`config.mk`:
```
export PLATFORM = sky130hd
export DESIGN_NAME = booth_seq_mac_flat
export DESIGN_NICKNAME = d
export VERILOG_FILES = /design/src/rtl/booth_seq_mac_pkg.sv /design/src/rtl/booth_seq_mac_if.sv /design/src/rtl/booth_partial_product_generator.sv /design/src/rtl/booth_seq_mac.sv /design/src/flat_wrapper.sv
export SDC_FILE = /design/constraint.sdc
export NUM_CORES = 1
export LEC_CHECK = 0
export BUFFER_PORTS_ARGS = -buffer_cell sky130_fd_sc_hd__buf_4
export CAP_MARGIN = 20
export CELL_PAD_IN_SITES_DETAIL_PLACEMENT = 2
export CELL_PAD_IN_SITES_GLOBAL_PLACEMENT = 2
export CORE_UTILIZATION = 36
export DETAILED_ROUTE_END_ITERATION = 7
export PLACE_DENSITY_LB_ADDON = 0.1
export SYNTH_ARGS = -nofsm -noshare
export SYNTH_HDL_FRONTEND = slang
export SYNTH_SLANG_ARGS = --single-unit
```
`constraint.sdc`:
```
create_clock -name clk -period 7 [get_ports clk]
set_clock_uncertainty 0.05 [all_clocks]
set_input_delay 1.4 -clock clk [delete_from_list [all_inputs] [get_ports clk]]
set_output_delay 1.4 -clock clk [all_outputs]
set_load 0.02 [all_outputs]
```
`src/rtl/booth_seq_mac_pkg.sv`:
```
// Shared types and constants for the sequential radix-4 Booth MAC.
package booth_seq_mac_pkg;

  typedef enum logic [1:0] {
    S_IDLE = 2'd0,
    S_RUN  = 2'd1,
    S_HOLD = 2'd2
  } state_e;

  localparam int BOOTH_STEPS = 4;   // radix-4 slices of an 8-bit multiplier
  localparam int SLICE_W     = 3;   // {a[2s+1], a[2s], a[2s-1]}
  localparam int PP_W        = 10;  // signed range of {0, +-b, +-2b}
  localparam int OPD_W       = 8;   // int8 operands

endpackage

```
`src/rtl/booth_seq_mac_if.sv`:
```
// Operand/result handshake bundle for booth_seq_mac.
interface booth_seq_mac_if
  import booth_seq_mac_pkg::*;
#(
  parameter int ACC_W = 24
);
  logic             in_valid;
  logic             in_ready;
  logic [OPD_W-1:0] in_a;
  logic [OPD_W-1:0] in_b;
  logic             in_last;
  logic             out_valid;
  logic             out_ready;
  logic [ACC_W-1:0] out_acc;
  logic             busy;

  modport master (
    output in_valid, in_a, in_b, in_last, out_ready,
    input  in_ready, out_valid, out_acc, busy
  );

  modport slave (
    input  in_valid, in_a, in_b, in_last, out_ready,
    output in_ready, out_valid, out_acc, busy
  );
endinterface

```
`src/rtl/booth_partial_product_generator.sv`:
```
// Radix-4 Booth partial-product generator: maps one 3-bit multiplier slice
// to a signed partial product in {0, +-b, +-2b}. The negated multiplicand is
// supplied pre-computed (9 bits) so -(-128) = +128 needs no extra adder here.
module booth_partial_product_generator
  import booth_seq_mac_pkg::*;
(
  input  logic [SLICE_W-1:0] operand_slice_a,
  input  logic [OPD_W-1:0]   operand_b,
  input  logic [OPD_W:0]     operand_b_neg,
  output logic [PP_W-1:0]    partial_product
);

  // Booth recoding of the slice into a selected, sign-extended multiple of b
  always_comb begin
    partial_product = '0;
    case (operand_slice_a)
      3'b001, 3'b010: partial_product = {{2{operand_b[OPD_W-1]}}, operand_b};
      3'b011:         partial_product = {operand_b[OPD_W-1], operand_b, 1'b0};
      3'b100:         partial_product = {operand_b_neg, 1'b0};
      3'b101, 3'b110: partial_product = {operand_b_neg[OPD_W], operand_b_neg};
      default:        partial_product = '0;
    endcase
  end

endmodule

```
`src/rtl/booth_seq_mac.sv`:
```
// Sequential radix-4 Booth multiply-accumulate: one int8 pair per handshake,
// four Booth slices per pair through a single partial-product generator,
// accumulated into an ACC_W-bit wrapping accumulator; emits on in_last.
module booth_seq_mac
  import booth_seq_mac_pkg::*;
#(
  parameter int ACC_W = 24
) (
  input  logic            clk,
  input  logic            rst,
  booth_seq_mac_if.slave  bus
);

  localparam int STEP_W = $clog2(BOOTH_STEPS);

  state_e             state_q, state_d;
  logic [ACC_W-1:0]   acc_q, acc_d;
  logic [OPD_W:0]     a_sh_q, a_sh_d;
  logic [OPD_W-1:0]   b_q, b_d;
  logic [OPD_W:0]     b_neg_q, b_neg_d;
  logic               last_q, last_d;
  logic [STEP_W-1:0]  step_q, step_d;

  logic [PP_W-1:0]    pp;
  logic [ACC_W-1:0]   pp_ext;
  logic [ACC_W-1:0]   pp_shifted;

  booth_partial_product_generator u_ppg (
    .operand_slice_a (a_sh_q[SLICE_W-1:0]),
    .operand_b       (b_q),
    .operand_b_neg   (b_neg_q),
    .partial_product (pp)
  );

  // Weight of slice s is 4^s, so shift by 2*step
  assign pp_ext     = {{(ACC_W-PP_W){pp[PP_W-1]}}, pp};
  assign pp_shifted = pp_ext << {step_q, 1'b0};

  // Next-state and datapath updates; everything holds by default
  always_comb begin
    state_d = state_q;
    acc_d   = acc_q;
    a_sh_d  = a_sh_q;
    b_d     = b_q;
    b_neg_d = b_neg_q;
    last_d  = last_q;
    step_d  = step_q;
    case (state_q)
      S_IDLE: begin
        if (bus.in_valid) begin
          a_sh_d  = {bus.in_a, 1'b0};
          b_d     = bus.in_b;
          b_neg_d = '0 - {bus.in_b[OPD_W-1], bus.in_b};
          last_d  = bus.in_last;
          step_d  = '0;
          state_d = S_RUN;
        end
      end
      S_RUN: begin
        acc_d  = acc_q + pp_shifted;
        a_sh_d = {{2{a_sh_q[OPD_W]}}, a_sh_q[OPD_W:2]};
        step_d = step_q + 1'b1;
        if (step_q == STEP_W'(BOOTH_STEPS - 1))
          state_d = last_q ? S_HOLD : S_IDLE;
      end
      S_HOLD: begin
        if (bus.out_ready) begin
          acc_d   = '0;
          state_d = S_IDLE;
        end
      end
      default: state_d = S_IDLE;
    endcase
  end

  // State and datapath registers; reset discards any in-flight group
  always_ff @(posedge clk) begin
    if (rst) begin
      state_q <= S_IDLE;
      acc_q   <= '0;
      a_sh_q  <= '0;
      b_q     <= '0;
      b_neg_q <= '0;
      last_q  <= 1'b0;
      step_q  <= '0;
    end else begin
      state_q <= state_d;
      acc_q   <= acc_d;
      a_sh_q  <= a_sh_d;
      b_q     <= b_d;
      b_neg_q <= b_neg_d;
      last_q  <= last_d;
      step_q  <= step_d;
    end
  end

  // Status decodes from registered state, forced low while reset is held
  assign bus.in_ready  = ~rst & (state_q == S_IDLE);
  assign bus.out_valid = ~rst & (state_q == S_HOLD);
  assign bus.busy      = ~rst & (state_q != S_IDLE);
  assign bus.out_acc   = acc_q;

endmodule
```
`src/flat_wrapper.sv`:
```
// flat-port wrapper written by rule: the top's interface ports become plain ports
module booth_seq_mac_flat import booth_seq_mac_pkg::*;
#(
  parameter int ACC_W = 24
)
  (clk, rst, bus_in_valid, bus_in_a, bus_in_b, bus_in_last, bus_out_ready, bus_in_ready, bus_out_valid, bus_out_acc, bus_busy);
  booth_seq_mac_if #(.ACC_W(ACC_W)) bus_i ();
  input  logic clk;
  input  logic rst;
  input wire logic [$bits(bus_i.in_valid)-1:0] bus_in_valid;
  input wire logic [$bits(bus_i.in_a)-1:0] bus_in_a;
  input wire logic [$bits(bus_i.in_b)-1:0] bus_in_b;
  input wire logic [$bits(bus_i.in_last)-1:0] bus_in_last;
  input wire logic [$bits(bus_i.out_ready)-1:0] bus_out_ready;
  output wire logic [$bits(bus_i.in_ready)-1:0] bus_in_ready;
  output wire logic [$bits(bus_i.out_valid)-1:0] bus_out_valid;
  output wire logic [$bits(bus_i.out_acc)-1:0] bus_out_acc;
  output wire logic [$bits(bus_i.busy)-1:0] bus_busy;
  assign bus_i.in_valid = bus_in_valid;
  assign bus_i.in_a = bus_in_a;
  assign bus_i.in_b = bus_in_b;
  assign bus_i.in_last = bus_in_last;
  assign bus_i.out_ready = bus_out_ready;
  assign bus_in_ready = bus_i.in_ready;
  assign bus_out_valid = bus_i.out_valid;
  assign bus_out_acc = bus_i.out_acc;
  assign bus_busy = bus_i.busy;
  booth_seq_mac #(.ACC_W(ACC_W)) u_core (.clk(clk), .rst(rst), .bus(bus_i));
endmodule
```
==> results of run 1 <==
-- worst max-delay path: stages, from the launching register on --
cell and delay (ps):
dfxtp_1 690, nor2_1 260, nor3b_1 460, a31oi_4 80
inv_1 360, nor2_1 120, a21oi_1 150, nor2_1 60
a21oi_1 180, ha_1 330, a21oi_1 280, o211ai_1 150
a21oi_1 190, nor2_1 120, and3_2 220, or3_1 330
a31o_1 190, mux2_4 250
-- worst paths after layout --
path | end | slack (ps)
max | u_core.bus.out_acc[23] | 2440
min | u_core.a_sh_q[5] | 410
min reg2reg | u_core.a_sh_q[5] | 410
max reg2reg | u_core.bus.out_acc[23] | 2440
-- where the power goes --
part	switching, µW	internal (µW)
combinational	87.5	56.9
clock	113	107
sequential	19.6	322
total	220	485
-- cell usage in the layout (no fill, tap or decap), types with 2 or more instances in the layout --
| cell type | instances |
|---|---|
| o21ai_0 | 12 |
| a21oi_1 | 67 |
| a22o_1 | 2 |
| and2_1 | 4 |
| buf_4 | 49 |
| and3_1 | 3 |
| clkbuf_8 | 5 |
| nand2_1 | 87 |
| a31oi_1 | 12 |
| a211o_1 | 3 |
| mux2_2 | 3 |
| ha_1 | 28 |
| a211oi_1 | 4 |
| or3_1 | 4 |
| a221oi_1 | 3 |
| nand2b_1 | 5 |
| xor2_1 | 15 |
| inv_1 | 7 |
| mux2i_1 | 6 |
| nor2_1 | 44 |
| nor3_1 | 6 |
| a21o_1 | 9 |
| o21bai_1 | 3 |
| nand3_1 | 8 |
| nor3b_1 | 2 |
| a22oi_1 | 17 |
| nor2b_1 | 3 |
| a311oi_1 | 2 |
| or2b_2 | 2 |
| o22ai_1 | 3 |
| a21boi_0 | 2 |
| o21ai_1 | 18 |
| o211ai_1 | 2 |
| xnor2_1 | 11 |
| dfxtp_1 | 54 |
-- logic make-up after synthesis --
kind of cell / synth area share, %
compound gates: 27.40
flops: 29.01
buf+inv: 4.164
xor+xnor: 6.112
mux: 2.921
simple gates: 20.45
fa+ha+maj: 9.940
-- area by class of cell --
class / instances / area (µm²)
Multi-Input combinational cell: 405 / 2490
Tap cell: 133 / 166.4
Timing Repair Buffer: 49 / 367.9
Clock inverter: 2 / 37.54
Clock buffer: 6 / 72.57
Inverter: 8 / 30.03
Fill cell: 1169 / 5664
Sequential cell: 54 / 1081
-- sequential cells by signal (all words and copies together) (netlist names) --
name                cells
u_core.bus.out_acc     24
u_core.state_q          2
u_core.a_sh_q           9
u_core.b_neg_q          9
u_core.last_q           1
u_core.b_q              7
u_core.step_q           2
-- metrics by stage --
stage	cell area, µm²	setup WS (ps)	util [%]
3_3_place_gp	4135	2744	41.73
4_1_cts	4245	2446	42.84
2_1_floorplan	3726	3474	-
6_report	4245	2438	42.84
3_5_place_dp	4135	2478	41.73
5_1_grt	4245	2049	42.84
-- routing by layer --
metal	vias to the layer above	routed length [µm]
met2	38	5896
met5	-	0
li1	1817	-
met4	0	90
met3	7	212
met1	1799	5216
==> results.yml, run 1 <==
clocking:
  worstSkewPairLatency_ps: 320
  cts_resized: 0
  cts_max_level: 2
  ctsHoldBuffers: 0
  root_buffer: "clkbuf_8"
  cts_num_sinks: 54
  cts_tree: "built"
  clockBufferDepth: 2
  cts_buffers: 5
  cts_setup_buffers: 0
  path_clk_slew_ps: 100
synthesis:
  syn_inst: 494
  synth.net_count: 544
  ys_ff_latch: 54
  synth-main-ff-cell: "dfxtp_1"
  yosys.cell_count.top_type: "nand2_1"
  ys_top_cells_by_area: "dfxtp_1 29%, ha_1 9.4%, a21oi_1 9.0%"
  yosysTopAreaCell: "dfxtp_1"
  avgSynthCellArea_um2: 7.543
  synth_area_mm2: 0.003726
  synthTopCellsByCount: "87 x nand2_1, 67 x a21oi_1, 54 x dfxtp_1"
  ys_seq_area_share_pct: 29.01
  synth_cell_type_count: 55
  yosysTopAreaCellShare_pct: 29.01
  ys_warn_count: 0
  synth-edff-count: 0
  async_reset_ff_share_pct: 0
outcome:
  status: "completed"
sta:
  drv_slew: 0
  maxSlewHeadroom_pct: 40.48
  rsz0062_at_grt: "no"
  final-hold-violation-count: 0
  timing.final.crit_share_pct: 65.17
  max_freq_mhz: 219.2
  setup_tns_ps: 0
  fin_hold_ws_ps: 412.5
  period_minus_slack_ps: 4562
  setup_viol_count_final: 0
  worst_pin_slew_ps: 892.8
flow_run:
  cap_violations: 0
global_route:
  grt_pass1_wl_mm: 19.19
  grt_util_met1_pct: 25.94
  grt_pass1_vias: 3917
  grt_use_met3_pct: 2.706
  gr-total-overflow: 0
  grt_antenna_before_repair: 0
  grtUsageMet2_pct: 41.32
  grt_max_degree: 47
  grtUsageTotal_pct: 21.75
  top_usage_layer: "met2"
power_and_ir_drop:
  ir_worst_vdd_v: 0.00008379
  power_uw: 705.5
  p_per_area_mw_per_mm2: 166.2
  leakage_uw: 0.001821
detailed_routing:
  via_count: 3661
  first_pass_iters: 4
  drt_iter0_drc: 59
  drt-total-wl_mm: 11.42
  drt-vias-per-instance: 5.572
  drc: 0
  routedWlPerCell_um: 17.38
  drtAntennaViolNets: 0
setup_path:
  startpoint: "u_core.a_sh_q[1]"
  path_max_fanout: 17
  r2r_start: "u_core.a_sh_q[1]"
  cp-start-kind: "flop"
  worstPathRequired_ps: 7170
  rr_worst_depth: 17
  critPathKind: "flop to flop"
  crit_path_end_kind: "flop"
  cp_data_arrival_time_ps: 4730
floorplanning:
  die_w_um: 103.7
  pin_count: 48
  initial_core_util_pct: 37.60
  core_mm2: 0.009910
  rows: 36
  die_h_um: 103.7
  die-area_mm2: 0.01076
finish:
  area_growth_pct: 13.94
  drive_gt1_share_pct: 12.79
  final_cells: 657
  antenna_cells: 0
  fin_nets: 573
placed_design:
  finalWeightedCongestion: 0.8403
  port_buffers: 47
  dp_cells: 649
  dpl.hpwl_mm: 8.774
worst_hold_path:
  hold_depth: 2
  worst_hold_startpoint: "u_core.a_sh_q[5]"
  hold_class: "flop to flop"
No activity file was read; power rests on OpenSTA's default activity.
==> run 2, diff against run 1 <==
Settings changed: ABC_AREA set to 1, CORE_UTILIZATION 36 to 28.
Clock period 7 ns to 4.05 ns, I/O delays scaled along.
==> run 2 against run 1 <==
Effect of this change:
- die area grew 47%
- power is 110% higher
- combinational power rose to 2.5 times the previous value
==> results.yml, run 2 <==
detailed_routing:
  routed-wl-met3_um: 281
  drc: 0
  via_count: 4726
  drtAntennaViolNets: 0
  drt_iter0_drc: 117
  drt-total-wl_mm: 15.82
  wl_met1_mm: 7.281
  topRoutingLayerUsed: "met4"
  routedWlPerCell_um: 16.75
  dr_wl_met2_mm: 8.054
  first_pass_iters: 4
  drt-vias-per-instance: 5.006
clocking:
  ctsHoldBuffers: 0
  cts_buffers: 5
  cts_num_sinks: 54
  worstSkewPairLatency_ps: 310
  cts_setup_buffers: 0
  path_clk_slew_ps: 90
  cts_tree: "built"
  cts_max_level: 2
  clockBufferDepth: 2
  root_buffer: "clkbuf_16"
  cts_resized: 0
floorplanning:
  die_h_um: 125.8
  die-area_mm2: 0.01581
  rows: 44
  initial_core_util_pct: 29.06
  die_w_um: 125.8
  core_mm2: 0.01475
  pin_count: 48
power_and_ir_drop:
  p_sw_share_pct: 35.41
  ir_worst_vdd_v: 0.0001856
  pwr-share-seq_pct: 40.8
  comb_power_share_pct: 24.9
  p_per_area_mw_per_mm2: 294.1
  power_switching_uw: 515.5
  leakage_uw: 0.002487
  power.internal_uw: 940.2
  clkPwrFrac_pct: 34.3
placed_design:
  port_buffers: 47
  pre_cts_ws_ps: 878.8
  dpl.hpwl_mm: 12.71
  finalWeightedCongestion: 0.8307
  postPlaceCellArea_mm2: 0.004791
global_route:
  gr-total-overflow: 0
  grt_max_degree: 46
  grtUsageTotal_pct: 20.97
  grt_pass1_wl_mm: 26.26
  grt_antenna_before_repair: 0
  grt_pass1_vias: 5159
synthesis:
  synth_cell_type_count: 38
  synthMuxAreaShare_pct: 0
  yosys.area_share.simple_pct: 37.26
  synth_area_mm2: 0.004288
  synthTopCellsByCount: "241 x nand2_1, 110 x inv_1, 62 x a21oi_1"
  yosys.cell_count.top_type: "nand2_1"
  synth-main-ff-cell: "dfxtp_1"
  ys_top_cells_by_area: "dfxtp_1 25%, nand2_1 21%, inv_1 9.6%"
  syn_inst: 722
  synth_xor_area_share_pct: 0.8170
  yosysTopAreaCellShare_pct: 25.21
  synth-edff-count: 0
  synth-compound-area-share_pct: 15.96
  synth_top_family_by_area: "simple AND/OR/NAND/NOR gates"
  synth.net_count: 772
  avgSynthCellArea_um2: 5.939
  ys_seq_area_share_pct: 25.21
  ys_ff_latch: 54
  synth_fa_ha_area_share_pct: 8.637
  async_reset_ff_share_pct: 0
  yosysTopAreaCell: "dfxtp_1"
  ys_warn_count: 0
sta:
  timing.final.crit_share_pct: 78.43
  period_minus_slack_ps: 3176
  worst_pin_slew_ps: 626.0
  final-hold-violation-count: 0
  setup_viol_count_final: 0
  setup_tns_ps: 0
  maxSlewHeadroom_pct: 58.20
  max_freq_mhz: 314.8
  rsz0062_at_grt: "no"
  setup_ws_ps: 873.7
  drv_slew: 0
finish:
  layout_commonest_cell: "nand2_1"
  multiInputGateArea_mm2: 0.002688
  fin_nets: 809
  register_area_mm2: 0.001081
  area_growth_pct: 15.44
  mostFrequentLayoutCells: "241 x nand2_1, 110 x inv_1, 62 x a21oi_1"
  fin_area_mm2: 0.004950
  n_fill_cell: 1903
  postLayoutCoreUtil_pct: 33.55
  largest_reg_flops: 24
  drive_gt1_share_pct: 10.13
  antenna_cells: 0
setup_path:
  critPathKind: "flop to flop"
  path_max_fanout: 10
  cp-start-kind: "flop"
  crit_path_end_kind: "flop"
  cp_data_arrival_time_ps: 3310
  worstPathRequired_ps: 4180
outcome:
  status: "completed"
flow_run:
  cap_violations: 0
worst_hold_path:
  hold_class: "flop to flop"
==> run 2: path summary, 6_finish.rpt <==
path                         start                endpoint  slack, ps  cells past startpoint
setup / recovery  u_core.a_sh_q[2]  u_core.bus.out_acc[19]        870                     15
hold / removal    u_core.a_sh_q[4]        u_core.a_sh_q[4]        430                      2
hold reg to reg   u_core.a_sh_q[4]        u_core.a_sh_q[4]        430                      2
setup reg to reg  u_core.a_sh_q[2]  u_core.bus.out_acc[19]        870                     15
==> run 2: power groups by stage <==
stage / registers (µW) / clock network, µW / logic (µW)
finish: 594 / 499 / 362
global route: 599 / 539 / 407
CTS: 595 / 518 / 368
detailed placement: 608 / 0 / 365
global placement: 605 / 0 / 354
floorplan: 606 / 0 / 239
==> run 2: cell families after synthesis <==
kind of cell               count (synthesis)
and+or+nand+nor                          378
buffers and inverters                    132
AOI/OAI and AO/OA                        125
DFF                                       54
adders and majority gates                 29
xor gates and xnor gates                   4
==> run 2: final cells by class <==
| cell class | instances | area share (%) |
|---|---|---|
| sequential | 54 | 21.84 |
| clock inverter | 2 | 0.4044 |
| clock buffer | 6 | 2.806 |
| timing repair buffer | 49 | 7.432 |
| multi-input combinational | 536 | 54.30 |
| tap | 184 | 4.651 |
| inverter | 113 | 8.569 |
==> run 2: critical path: stages (launching register included) <==
cell and delay (ps):
dfxtp_1 480, inv_2 100, nand3_1 160, nand2_1 320
nor2_1 340, a21oi_1 140, ha_1 390, nand2_1 130
inv_1 100, nand2_1 60, nor2_1 200, nand3b_1 230
nand3_1 150, nand2_1 60, nand3_1 70, a21oi_1 80
==> run 2: per-layer routing <==
metal  up-vias  global-route usage (%)
met5         -                       0
met4         0                   4.252
met3        12                   2.931
met2        41                   39.05
met1      2298                   25.54
li1       2375                       -
==> run 2: through the flow <==
stage          total power, µW  instances  hold slack (ps)
6_report                  1456        944            433.2
5_1_grt                   1545        944            467.8
4_1_cts                   1480        944            437.4
3_5_place_dp             972.4        936            424.9
3_3_place_gp             959.6        936            421.0
2_1_floorplan            844.8        722            393.9
==> run 3, diff against run 2 <==
Settings changed: ABC_AREA 1 to 0, CORE_UTILIZATION 28 to 34.
Clock period 4.05 ns to 3.2 ns, I/O delays scaled along.
==> run 3 against run 2 <==
Effect of this change:
- the flow now finishes with violations (negative setup slack)
- final cell count down 19%
- worst setup slack lost 1600 ps
- cell area is 11% higher
- fmax decreased by 19%
- wire length rose by 42%
- largest cell class unchanged
- highest routed layer unchanged
==> results.yml, run 3 (synthesized netlist as in run 1, its figures left out) <==
placed_design:
  postPlaceCellArea_mm2: 0.004771
  finalWeightedCongestion: 0.8818
  pre_cts_ws_ps: -474.6
  port_buffers: 47
  dpl.hpwl_mm: 10.69
finish:
  mostFrequentLayoutCells: "148 x buf_4, 85 x nand2_1, 51 x dfxtp_1"
  fin_area_mm2: 0.005497
  n_fill_cell: 1145
  drive_gt1_share_pct: 39.49
  antenna_cells: 0
  fin_nets: 677
  area_growth_pct: 47.52
  largest_reg_flops: 24
  layout_commonest_cell: "buf_4"
sta:
  period_minus_slack_ps: 3929
  rsz0062_at_grt: "yes"
  setup_ws_ps: -729.1
  fin_hold_ws_ps: 449.3
  setup_viol_count_final: 19
  timing.final.crit_share_pct: 122.8
  max_freq_mhz: 254.5
  worst_pin_slew_ps: 860.4
  maxSlewHeadroom_pct: 42.50
  drv_slew: 0
  final-hold-violation-count: 0
floorplanning:
  die_w_um: 106.7
  core_mm2: 0.01046
  die_h_um: 106.7
  die-area_mm2: 0.01138
  rows: 37
  initial_core_util_pct: 35.61
  pin_count: 48
flow_run:
  cap_violations: 0
setup_path:
  cp_cell_sequence: "xor2_1 > buf_4 > a22o_1 > a21oi_2 > nor2_1 > a31oi_1 > mux2i_1 > ha_1 > buf_4 > nand2_1 > nor2_2 > a21oi_2 > nor2_1 > and3_4 > or3_4 > a31o_1 > mux2_4"
  cp-start-kind: "flop"
  critPathKind: "flop to flop"
  crit_buf_inv: 2
  slowest_delay_ps: 380
  critPathSlowestCell: "or3_4"
  critPathTopFamily: "compound AO/OA/AOI/OAI gates"
  crit_path_end_kind: "flop"
  path_max_fanout: 9
  worstPathRequired_ps: 3450
  rr_worst_depth: 17
  r2r_start: "u_core.a_sh_q[0]"
  rrSetupSlack_ps: -730
  cp_data_arrival_time_ps: 4180
  r2r-end: "u_core.bus.out_acc[23]"
clocking:
  cts_max_level: 2
  cts_tree: "built"
  cts_buffers: 5
  cts_num_sinks: 54
  root_buffer: "clkbuf_8"
  worstSkewPairLatency_ps: 390
  clockBufferDepth: 2
  path_clk_slew_ps: 130
global_route:
  grt_antenna_before_repair: 0
  grt_pass1_wl_mm: 28.39
  grt_pass1_vias: 5038
  grt_max_degree: 47
  grtUsageTotal_pct: 33.23
  gr-total-overflow: 0
worst_hold_path:
  hold_class: "flop to flop"
  hold_depth: 2
  hold_path_end: "u_core.a_sh_q[7]"
  worst_hold_startpoint: "u_core.a_sh_q[7]"
outcome:
  status: "finished, violations left"
  violations: "negative setup slack"
detailed_routing:
  drt-vias-per-instance: 6.221
  via_count: 4753
  drc: 0
  drt-total-wl_mm: 22.47
  first_pass_iters: 5
  drtAntennaViolNets: 0
  drt_iter0_drc: 305
  routedWlPerCell_um: 29.42
power_and_ir_drop:
  leakage_uw: 0.002415
  p_per_area_mw_per_mm2: 322.5
  power_uw: 1773
  ir_worst_vdd_v: 0.0004361
run 3: changes by cell type in the layout (fill, tap and decap cells not counted), sizes merged, moves of 7 or more:
cell    delta
nand3b     -8
nand2    -159
nor2      -16
xnor2     +11
inv      -106
a21o       +7
xor2      +11
nand3     -37
a22oi     +16
buf      +104
run 3: through the flow:
stage                     instances  setup TNS [ps]  util, %
after floorplan                 494          -92.80        -
after global placement          729           -2044    45.60
after detailed placement        729           -4291    45.60
after CTS                       756           -1734    49.81
after global routing            764           -9945    52.54
final                           764           -8339    52.54
run 3: routing by layer:
metal,wire length [µm],vias to the layer above,global-route usage [%]
met1,8942,2413,34.37
met5,0,-,0
li1,-,2024,-
met3,1187,86,7.234
met2,11160,230,61.06
met4,1184,0,19.86
run 3: worst max-delay path by stage:
stage | startpoint | cells after the start | endpoint
5_1_grt | u_core.a_sh_q[0] | 15 | u_core.bus.out_acc[23]
3_5_place_dp | u_core.a_sh_q[1] | 16 | u_core.bus.out_acc[23]
2_1_floorplan | u_core.a_sh_q[0] | 16 | u_core.bus.out_acc[23]
3_3_place_gp | u_core.a_sh_q[1] | 15 | u_core.bus.out_acc[23]
6_report | u_core.a_sh_q[0] | 17 | u_core.bus.out_acc[23]
4_1_cts | u_core.a_sh_q[1] | 16 | u_core.bus.out_acc[23]
run 3: where the power goes:
part / switching [µW] / internal (µW) / total, µW
Clock: 320 / 163 / 483
Combinational: 327 / 217 / 544
Sequential: 41.7 / 704 / 746
Total: 688 / 1080 / 1770
run 3: cell type report:
cell class                 instances  area, µm²  share of cell area, %
timing repair buffer             153       1185                  21.56
multi-input combinational        405       2932                  53.33
inverter                           8      30.03                 0.5463
sequential                        54       1085                  19.74
clock inverter                     3      26.28                 0.4780
tap                              136      170.2                  3.096
clock buffer                       5      68.82                  1.252
run 3: what timing repair did:
action | 4_1_cts | 5_1_grt
hold buffers | 0 | 0
hold endpoints to repair | 0 | 0
pin swaps | 18 | 25
setup endpoints to repair | 16 | 18
resized for setup | 52 | 44
setup buffers | 19 | 8
run 3: worst reg2reg max path, delay by kind of cell (launching register included):
family | cells | cell delay [ps]
simple gates | 6 | 990
buf+inv | 2 | 350
xor+xnor | 1 | 170
flops | 1 | 350
compound gates | 5 | 1110
mux | 2 | 460
fa+ha+maj | 1 | 370
